File: src/rtl/pattern_detect_pkg.sv
// Shared types and helpers for the programmable serial pattern detector.
// Optional build macro used by the controller: MATCH_IRQ_EN.
package pattern_detect_pkg;

    typedef enum logic [1:0] {
        IDLE = 2'd0,
        LOAD = 2'd1,
        RUN  = 2'd2,
        DONE = 2'd3
    } state_t;

    localparam int DEF_MAX_LEN = 8;
    localparam int DEF_CNT_W   = 8;
    localparam int DEF_FRM_W   = 16;

    // Mask with the low 'len' bits set (len up to 16).
    function automatic logic [15:0] len_mask(input logic [4:0] len);
        logic [15:0] m;
        m = 16'd0;
        for (int i = 0; i < 16; i++) begin
            if (i < int'(len)) begin
                m[i] = 1'b1;
            end else begin
                m[i] = 1'b0;
            end
        end
        return m;
    endfunction

endpackage

File: src/rtl/pattern_matcher.sv
// History shift register, fill count and masked compare against the pattern.
// 'hit' reflects the history as it will be after the current shift.
module pattern_matcher
    import pattern_detect_pkg::*;
#(
    parameter int MAX_LEN = DEF_MAX_LEN,
    parameter int LEN_W   = $clog2(MAX_LEN + 1)
) (
    input  logic               clock,
    input  logic               rst_n,
    input  logic               shift_en,
    input  logic               clear,
    input  logic               bit_in,
    input  logic [LEN_W-1:0]   len,
    input  logic [MAX_LEN-1:0] pattern,
    output logic               hit
);

    logic [MAX_LEN-1:0] hist_r;
    logic [LEN_W-1:0]   fill_r;
    logic [MAX_LEN-1:0] next_hist_s;
    logic [LEN_W-1:0]   next_fill_s;
    logic [15:0]        mask_full_s;
    logic [MAX_LEN-1:0] mask_s;

    // Next history/fill values and the masked comparison after the shift.
    always_comb begin
        next_hist_s = {hist_r[MAX_LEN-2:0], bit_in};
        if (fill_r < len) begin
            next_fill_s = fill_r + LEN_W'(1);
        end else begin
            next_fill_s = fill_r;
        end
        mask_full_s = len_mask(5'(len));
        mask_s      = mask_full_s[MAX_LEN-1:0];
        hit         = shift_en && (next_fill_s >= len) &&
                      (((next_hist_s ^ pattern) & mask_s) == {MAX_LEN{1'b0}});
    end

    // History register: clear has priority so a non-overlap hit restarts cleanly.
    always_ff @(posedge clock or negedge rst_n) begin
        if (!rst_n) begin
            hist_r <= {MAX_LEN{1'b0}};
            fill_r <= {LEN_W{1'b0}};
        end else if (clear) begin
            hist_r <= {MAX_LEN{1'b0}};
            fill_r <= {LEN_W{1'b0}};
        end else if (shift_en) begin
            hist_r <= next_hist_s;
            fill_r <= next_fill_s;
        end
    end

endmodule

File: src/rtl/pattern_detect_ctrl.sv
// Frame controller around pattern_matcher: configuration, bit counting,
// match pulse/count and frame-complete pulse.
// Optional build macro MATCH_IRQ_EN adds a sticky irq output with irq_clr input.
module pattern_detect_ctrl
    import pattern_detect_pkg::*;
#(
    parameter int MAX_LEN = DEF_MAX_LEN,
    parameter int CNT_W   = DEF_CNT_W,
    parameter int FRM_W   = DEF_FRM_W
) (
    input  logic                           clock,
    input  logic                           rst_n,
    input  logic                           start,
    input  logic [MAX_LEN-1:0]             cfg_pattern,
    input  logic [$clog2(MAX_LEN+1)-1:0]   cfg_len,
    input  logic                           cfg_overlap,
    input  logic [FRM_W-1:0]               cfg_frame_bits,
    input  logic                           bit_valid,
    input  logic                           bit_in,
`ifdef MATCH_IRQ_EN
    input  logic                           irq_clr,
    output logic                           irq,
`endif
    output logic                           busy,
    output logic                           z,
    output logic [CNT_W-1:0]               match_count,
    output logic                           done,
    output logic                           cfg_err
);

    localparam int LEN_W = $clog2(MAX_LEN + 1);

    state_t             state_r;
    logic [MAX_LEN-1:0] pattern_r;
    logic [LEN_W-1:0]   len_r;
    logic               overlap_r;
    logic [FRM_W-1:0]   frame_bits_r;
    logic [FRM_W-1:0]   bit_cnt_r;
    logic [CNT_W-1:0]   match_count_r;
    logic               busy_r;
    logic               z_r;
    logic               done_r;
    logic               cfg_err_r;

    logic               cfg_bad_s;
    logic               accept_s;
    logic               last_s;
    logic               hit_s;
    logic               m_clear_s;

    // Configuration legality, bit acceptance and matcher clear control.
    always_comb begin
        cfg_bad_s = (cfg_len < LEN_W'(2)) || (cfg_len > LEN_W'(MAX_LEN)) ||
                    (cfg_frame_bits == {FRM_W{1'b0}});
        accept_s  = (state_r == RUN) && bit_valid;
        last_s    = accept_s && ((bit_cnt_r + FRM_W'(1)) == frame_bits_r);
        m_clear_s = (state_r == LOAD) || (hit_s && !overlap_r);
    end

    pattern_matcher #(
        .MAX_LEN (MAX_LEN),
        .LEN_W   (LEN_W)
    ) u_matcher (
        .clock    (clock),
        .rst_n    (rst_n),
        .shift_en (accept_s),
        .clear    (m_clear_s),
        .bit_in   (bit_in),
        .len      (len_r),
        .pattern  (pattern_r),
        .hit      (hit_s)
    );

    // Frame FSM with registered outputs, bit counter and saturating match counter.
    always_ff @(posedge clock or negedge rst_n) begin
        if (!rst_n) begin
            state_r       <= IDLE;
            pattern_r     <= {MAX_LEN{1'b0}};
            len_r         <= {LEN_W{1'b0}};
            overlap_r     <= 1'b0;
            frame_bits_r  <= {FRM_W{1'b0}};
            bit_cnt_r     <= {FRM_W{1'b0}};
            match_count_r <= {CNT_W{1'b0}};
            busy_r        <= 1'b0;
            z_r           <= 1'b0;
            done_r        <= 1'b0;
            cfg_err_r     <= 1'b0;
        end else begin
            z_r    <= 1'b0;
            done_r <= 1'b0;
            case (state_r)
                IDLE: begin
                    if (start) begin
                        if (cfg_bad_s) begin
                            cfg_err_r <= 1'b1;
                        end else begin
                            cfg_err_r <= 1'b0;
                            busy_r    <= 1'b1;
                            state_r   <= LOAD;
                        end
                    end
                end
                LOAD: begin
                    pattern_r     <= cfg_pattern;
                    len_r         <= cfg_len;
                    overlap_r     <= cfg_overlap;
                    frame_bits_r  <= cfg_frame_bits;
                    bit_cnt_r     <= {FRM_W{1'b0}};
                    match_count_r <= {CNT_W{1'b0}};
                    state_r       <= RUN;
                end
                RUN: begin
                    if (accept_s) begin
                        bit_cnt_r <= bit_cnt_r + FRM_W'(1);
                        if (hit_s) begin
                            z_r <= 1'b1;
                            if (match_count_r != {CNT_W{1'b1}}) begin
                                match_count_r <= match_count_r + CNT_W'(1);
                            end
                        end
                        if (last_s) begin
                            done_r  <= 1'b1;
                            busy_r  <= 1'b0;
                            state_r <= DONE;
                        end
                    end
                end
                DONE: begin
                    state_r <= IDLE;
                end
                default: begin
                    busy_r  <= 1'b0;
                    state_r <= IDLE;
                end
            endcase
        end
    end

`ifdef MATCH_IRQ_EN
    logic irq_r;

    // Sticky interrupt: set by a match or done pulse, set wins over clear.
    always_ff @(posedge clock or negedge rst_n) begin
        if (!rst_n) begin
            irq_r <= 1'b0;
        end else if (z_r || done_r) begin
            irq_r <= 1'b1;
        end else if (irq_clr) begin
            irq_r <= 1'b0;
        end
    end

    assign irq = irq_r;
`endif

    assign busy        = busy_r;
    assign z           = z_r;
    assign match_count = match_count_r;
    assign done        = done_r;
    assign cfg_err     = cfg_err_r;

endmodule

File: config.mk
export PLATFORM = sky130hd
export DESIGN_NAME = pattern_detect_ctrl
export DESIGN_NICKNAME = d
export VERILOG_FILES = /design/src/rtl/pattern_detect_pkg.sv /design/src/rtl/pattern_matcher.sv /design/src/rtl/pattern_detect_ctrl.sv
export SDC_FILE = /design/constraint.sdc
export NUM_CORES = 1
export LEC_CHECK = 0
export BUFFER_PORTS_ARGS = -buffer_cell sky130_fd_sc_hd__buf_2
export CAP_MARGIN = 20
export CORE_MARGIN = 4
export CORE_UTILIZATION = 55
export DETAILED_ROUTE_END_ITERATION = 10
export PLACE_DENSITY = 0.72
export SETUP_SLACK_MARGIN = 0.1
export SLEW_MARGIN = 20
export SYNTH_ARGS = -nofsm -noshare
export SYNTH_HDL_FRONTEND = slang
export SYNTH_SLANG_ARGS = --single-unit
File: constraint.sdc
create_clock -name clock -period 3.93 [get_ports clock]
set_input_delay 0.786 -clock clock [delete_from_list [all_inputs] [get_ports clock]]
set_output_delay 0.786 -clock clock [all_outputs]
set_load 0.03 [all_outputs]
==> results of run 1 <==
==> per-layer routing <==
metal / routed length [um] / GRT usage (%) / vias up / part of all wire [%]
met5: 0 / 0 / - / 0
met4: 217 / 10.1 / 0 / 2.3
met3: 363 / 4.06 / 14 / 3.9
met2: 4790 / 37.4 / 65 / 51
met1: 4030 / 30.4 / 1613 / 43
li1: - / - / 1648 / -
==> layout make-up <==
| class | count | area [um^2] |
|---|---|---|
| timing repair buffer | 52 | 278 |
| fill | 641 | 2650 |
| inverter | 14 | 52.6 |
| sequential | 70 | 1750 |
| clock buffer | 10 | 138 |
| multi-input combinational | 327 | 2230 |
| tap | 99 | 124 |
| clock inverter | 6 | 68.8 |
==> logic make-up (layout without fill, tap and decap cells) <==
group / Yosys count / after routing / share of synthesized area, %
xor gates and xnor gates: 32 / 32 / 6.77
AOI/OAI and AO/OA: 97 / 97 / 15.2
and+or+nand+nor: 155 / 155 / 19.8
adders and majority gates: 14 / 14 / 4.23
muxes: 29 / 29 / 7.79
buffers and inverters: 35 / 82 / 3.96
DFF: 70 / 70 / 42.3
==> cells in the mapped netlist, types with 4 or more instances <==
master and instances:
a211oi_1 4, a21o_1 5, a21oi_1 23, a31oi_1 4, and2_1 4, and3_1 4, buf_2 5, clkbuf_1 10
dfrtp_1 70, ha_1 14, inv_1 13, mux2_2 26, nand2_1 52, nand3_1 12, nand4_1 13, nor2_1 30
nor2b_1 4, nor4_1 6, nor4_2 4, o21ai_0 28, o31ai_1 10, or4_1 5, xnor2_1 23, xor2_1 9
==> through the flow <==
stage	total power, mW	hold WS, ps	setup slack [ps]	cell area (um^2)
4_1_cts	2.97	265	364	4640
6_report	2.96	263	565	4640
3_5_place_dp	2.36	486	405	4430
5_1_grt	3.18	276	337	4640
3_3_place_gp	2.30	479	492	4430
2_1_floorplan	2.04	469	638	4140
==> critical path, stage by stage, from the launching register on <==
cell and delay, ps:
dfrtp_1 380, inv_1 100, ha_1 310, a21o_1 160
a21o_1 160, a21oi_1 220, mux2_2 390, ha_1 280
a21o_1 100, a21o_1 110, a21oi_1 110, nor4_2 550
a31oi_1 160, a41o_1 230
==> registers in the layout (all words and copies together), names as in the netlist <==
signal and cells:
overlap_r 1, u_matcher.fill_r 4, busy 1, state_r 2, z 1, match_count 8, cfg_err 1, len_r 4
u_matcher.hist_r 7, bit_cnt_r 16, done 1, pattern_r 8, frame_bits_r 16
==> how the worst min path moves through the flow <==
stage	startpoint	to	slack [ps]	cells past startpoint
after floorplan	bit_cnt_r[15]	bit_cnt_r[15]	470	1
after global placement	match_count[6]	match_count[6]	480	1
after detailed placement	match_count[6]	match_count[6]	490	1
after CTS	rst_n	frame_bits_r[6]	260	1
after global routing	rst_n	frame_bits_r[7]	280	1
final	rst_n	frame_bits_r[6]	260	1
==> power by group <==
group,switching (mW),total (mW),internal (mW)
Sequential,0.205,1.13,0.928
Combinational,0.646,1.22,0.570
Clock,0.293,0.606,0.313
Total,1.14,2.96,1.81
==> timing repair <==
action,CTS,global route
setup endpoints to repair,0,1
gates resized for setup,0,1
buffers inserted,0,0
==> results by group, run 1 <==
Floorplanning
  – Die Footprint: 8990 um^2
  – Cell Rows: 31
  – Vert. Die Dim: 94.8 um
  – Core area: 7290 um^2
  – I/O pins: 46
  – Starting density of the core: 56.8%
  – Die width: 94.8 um

Critical path
  – Crit path max fanout: 5
  – R2R setup slack: 560 ps
  – CP Launch Type: flop
  – Required @ worst endpoint: 4170 ps
  – Crit. Startpoint: len_r[1]
  – Worst endpoint data arrival time: 3610 ps
  – Worst reg-to-reg path cell count: 13
  – WS Path Type: flop to flop
  – Worst r2r dst: match_count[5]
  – Crit end category: flop
  – CP endpoint: match_count[5]
  – Reg-to-reg startpoint: len_r[1]

Synth
  – Cell area after synthesis: 4140 um^2
  – Post-synth EDFFs: 0
  – Synth top area share: 42.3%
  – Count of different cell masters after synthesis: 57
  – Synth area leader: dfrtp_1
  – Syn nets: 480
  – Area contributors post-synth: dfrtp_1, mux2_2, xnor2_1, nand2_1, ha_1
  – Post-Syn Instances: 432
  – Synth warnings: 0
  – Seq/Total Area, Yosys: 42.3%
  – Ys flop type: dfrtp_1
  – Post-synth ARST share: 100%
  – Synth Area per Inst: 9.59 um^2
  – Synth Register Bits: 70

Power
  – Pwr dens: 636 nW/um^2
  – VDD IR max: 0.445 mV
  – Leakage: 2.00 nW

Timing
  – Measured slew at the worst slew-check pin: 560 ps
  – Max Slew Vio Count: 0
  – Period minus WS final: 3370 ps
  – Setup TNS: 0 ps
  – Period utilization: 85.6%
  – RSZ-0062 raised after global routing: no
  – Slew margin rel.: 62.5%
  – Fmax: 0.297 GHz
  – Clock skew: 7.78 ps
  – Final hold vios: 0
  – Final setup vio count: 0

Place
  – PortBufs: 45
  – GPL Wtd Cong: 0.874
  – DP HPWL: 6950 um
  – Placed Cells: 562

Global route
  – Vias in the first global route: 3310
  – All-Layer GR Usage: 23.1%
  – Initial antenna violation count: 0
  – First-pass GRT wire length: 16000 um
  – GRT overflow: 0
  – Largest net degree at the start of global routing: 42

Finish
  – Commonest non-fill, non-tap cells in the layout: dfrtp_1, nand2_1, buf_2
  – Most common cell after layout, fill and taps aside: dfrtp_1
  – Layout cells sized above 1: 22.8%
  – Non-Filler Instances: 578
  – Fin nets: 522
  – Layout area overhead: 12.1%
  – Fin util: 63.7%
  – Diode count: 0

Drt
  – DR WL/cell: 16.3 um
  – DRT antenna net count: 0
  – First-pass detailed-route iteration total: 4
  – Via density per instance: 5.78
  – Detailed Route WL: 9410 um
  – Initial DRC count: 172
  – Drt drc: 0
  – Vias: 3340

Status
  – Outcome: finished clean

Clock network
  – Clock tree from TritonCTS: yes
  – CTS Buf Count: 9
  – Hold_buf cts: 0
  – Clk slew on worst S/H paths: 80 ps
  – CTS Buffer Depth: 2
  – Worst-skew pair later-pin latency: 360 ps
  – TritonCTS Sinks: 70
  – Clk root buf: clkbuf_8
  – H-tree levels: 3

Worst hold path
  – Hold Crit Class: input pin to async pin

Run
  – Max-cap violations: 0
(Power assumes the default switching activity.)
==> inputs of run 2 (changes only) <==
--- a/config.mk
+++ b/config.mk
@@ -5,12 +5,13 @@
 export SDC_FILE = /design/constraint.sdc
 export NUM_CORES = 1
 export LEC_CHECK = 0
+export ABC_CLOCK_PERIOD_IN_PS = 3930
 export BUFFER_PORTS_ARGS = -buffer_cell sky130_fd_sc_hd__buf_2
 export CAP_MARGIN = 20
 export CORE_MARGIN = 4
-export CORE_UTILIZATION = 55
+export CORE_UTILIZATION = 40
 export DETAILED_ROUTE_END_ITERATION = 10
-export PLACE_DENSITY = 0.72
+export PLACE_DENSITY = 0.54
 export SETUP_SLACK_MARGIN = 0.1
 export SLEW_MARGIN = 20
 export SYNTH_ARGS = -nofsm -noshare
==> constraint.sdc (replaced) <==
create_clock -name clock -period 3.93 [get_ports clock]
set_input_delay 0.393 -clock clock [delete_from_list [all_inputs] [get_ports clock]]
set_output_delay 0.393 -clock clock [all_outputs]
set_load 0.03 [all_outputs]
==> run 2 against run 1 <==
Final area up 0.70%. Fmax down 4.6%. Sequential share of layout area down 0.26 points. First-iteration DRC count down 35%. Count of clock-buffer cells in the layout up 1. Clock skew up 1.7 ps. Combinational power about the same. Sequential power about the same. Hold slack better by 1.4 ps. Routed wire length up 3.7%. Setup slack worse by 160 ps. Critical path depth unchanged. Critical path type unchanged. Largest power group unchanged. Highest routed layer unchanged.
==> results by group, run 2 (synthesized netlist as in run 1, its figures left out) <==
Critical path
  – Buf/Inv on CP: 1 (unchanged)
  – Family with the most delay on the worst path: compound AO/OA/AOI/OAI gates
  – WS Path Type: flop to flop
  – Worst endpoint data arrival time: 3720 ps (+110 ps)
  – Crit path max fanout: 11 (+6)
  – Critical Path Max Stage Delay: 660 ps (+110 ps)
  – R2R setup slack: 400 ps (-160 ps)
  – Crit-path cells: inv_1 > ha_1 > a21o_1 > a21o_1 > a21oi_1 > mux2_2 > ha_1 > a21o_1 > a21o_1 > a21oi_1 > or2_2 > o21bai_1 > nor2_1
  – Worst reg-to-reg path cell count: 13 (unchanged)
  – Top cell by count, worst path: a21o_1
  – Reg-to-reg startpoint: len_r[1]
  – Worst r2r dst: u_matcher.fill_r[0]
  – Required @ worst endpoint: 4120 ps (-50 ps)
  – Crit end category: flop
  – Slowest CP cell: o21bai_1
  – CP Launch Type: flop

Clock network
  – H-tree levels: 3 (unchanged)
  – Worst-skew pair later-pin latency: 340 ps (-20 ps)
  – Clk slew on worst S/H paths: 80 ps (about the same)
  – CTS Buf Count: 9 (unchanged)
  – Clk root buf: clkbuf_8
  – Post-cts resize count: 0 (unchanged)
  – TritonCTS Sinks: 70 (unchanged)
  – Hold_buf cts: 0 (unchanged)
  – Setup Fix Bufs, Post-CTS: 0 (unchanged)
  – Clock tree from TritonCTS: yes
  – CTS Buffer Depth: 2 (unchanged)

Timing
  – Fmax: 0.283 GHz (-4.6%)
  – Final hold vios: 0 (unchanged)
  – RSZ-0062 raised after global routing: no
  – Period utilization: 89.8% (+4.2 points)
  – Setup TNS: 0 ps (unchanged)
  – Measured slew at the worst slew-check pin: 892 ps (+332 ps)
  – Clock skew: 9.44 ps (+1.65 ps)
  – Slew margin rel.: 40.5% (-22 points)
  – Period minus WS final: 3530 ps (+164 ps)
  – Final setup vio count: 0 (unchanged)
  – Max Slew Vio Count: 0 (unchanged)
  – Hold Slack: 265 ps (+1.42 ps)

Global route
  – GRT overflow: 0 (unchanged)
  – Initial antenna violation count: 0 (unchanged)
  – All-Layer GR Usage: 17.3% (-5.8 points)
  – Vias in the first global route: 3232 (-2.4%)
  – First-pass GRT wire length: 16100 um (+0.86%)
  – Largest net degree at the start of global routing: 71 (+69%)

Place
  – DP HPWL: 7100 um (+2.1%)
  – PortBufs: 45 (unchanged)
  – GPL Wtd Cong: 0.835 (-4.5%)
  – Placed Cells: 595 (+5.9%)

Finish
  – Non-Filler Instances: 611 (+5.7%)
  – Fin nets: 521 (-0.19%)
  – Fin util: 47.2% (-16 points)
  – Diode count: 0 (unchanged)
  – Largest regs: bit_cnt_r x16, frame_bits_r x16
  – Layout cells sized above 1: 22.4% (-0.37 points)
  – Layout area overhead: 12.9%
  – Commonest non-fill, non-tap cells in the layout: dfrtp_1, nand2_1, buf_2
  – Most common cell after layout, fill and taps aside: dfrtp_1

Drt
  – Initial DRC count: 111 (-35%)
  – DRT antenna net count: 0 (unchanged)
  – Detailed Route WL: 9750 um (+3.7%)
  – First-pass detailed-route iteration total: 4 (unchanged)
  – Via density per instance: 5.41 (-6.4%)
  – Drt drc: 0 (unchanged)
  – Vias: 3304 (-1.1%)
  – DR WL/cell: 16.0 um (-1.9%)

Power
  – VDD IR max: 0.241 mV (-46%)
  – Pwr dens: 631 nW/um^2 (-0.93%)
  – Leakage: 1.99 nW (-0.33%)
  – Final Total Pwr: 2.95 mW (-0.24%)

Floorplanning
  – Die width: 110 um (+16%)
  – I/O pins: 46 (unchanged)
  – Starting density of the core: 41.8% (-15 points)
  – Cell Rows: 36 (+16%)
  – Core area: 9910 um^2 (+36%)
  – Vert. Die Dim: 110 um (+16%)
  – Die Footprint: 12000 um^2 (+34%)

Worst hold path
  – Hold Crit Class: input pin to async pin

Run
  – Max-cap violations: 0 (unchanged)

Status
  – Outcome: finished clean
[run 2: changes by cell type in the layout (fill, tap and decap cells not counted), sizes merged]
cell,previous run,this run
clkinv,3,2
clkbuf,10,11
buf,52,51
[run 2: worst max-delay path by stage]
stage | slack (ps) | start | cells after the start | endpoint
2_1_floorplan | 640 | len_r[1] | 14 | u_matcher.fill_r[0]
3_3_place_gp | 450 | len_r[1] | 13 | u_matcher.fill_r[0]
3_5_place_dp | 410 | len_r[1] | 13 | u_matcher.fill_r[0]
4_1_cts | 380 | len_r[1] | 13 | u_matcher.fill_r[0]
5_1_grt | 140 | len_r[1] | 13 | u_matcher.fill_r[2]
6_report | 400 | len_r[1] | 13 | u_matcher.fill_r[0]
[run 2: power by group]
part / internal, mW / switching, mW / total, mW
Sequential: 0.927 / 0.197 / 1.12
Combinational: 0.565 / 0.644 / 1.21
Clock: 0.328 / 0.287 / 0.615
Total: 1.82 / 1.13 / 2.95
[run 2: layer usage]
| layer | track usage, % | vias to the layer above | part of all wire [%] |
|---|---|---|---|
| met2 | 28.1 | 55 | 49 |
| met5 | 0 | - | 0 |
| li1 | - | 1649 | - |
| met1 | 23.5 | 1589 | 46 |
| met3 | 2.58 | 11 | 3.3 |
| met4 | 6.23 | 0 | 1.5 |
[run 2: cell type report]
cell class | instances | area [um^2]
Fill cell | 997 | 5230
Multi-Input combinational cell | 327 | 2230
Sequential cell | 70 | 1750
Timing Repair Buffer | 51 | 270
Tap cell | 133 | 166
Clock buffer | 11 | 151
Clock inverter | 5 | 56.3
Inverter | 14 | 52.6
[run 2: per-stage QoR]
stage	worst slack, ps	cell area [um^2]
finish	401	4680
global route	145	4680
CTS	381	4680
detailed placement	407	4470
global placement	452	4470
floorplan	638	4140
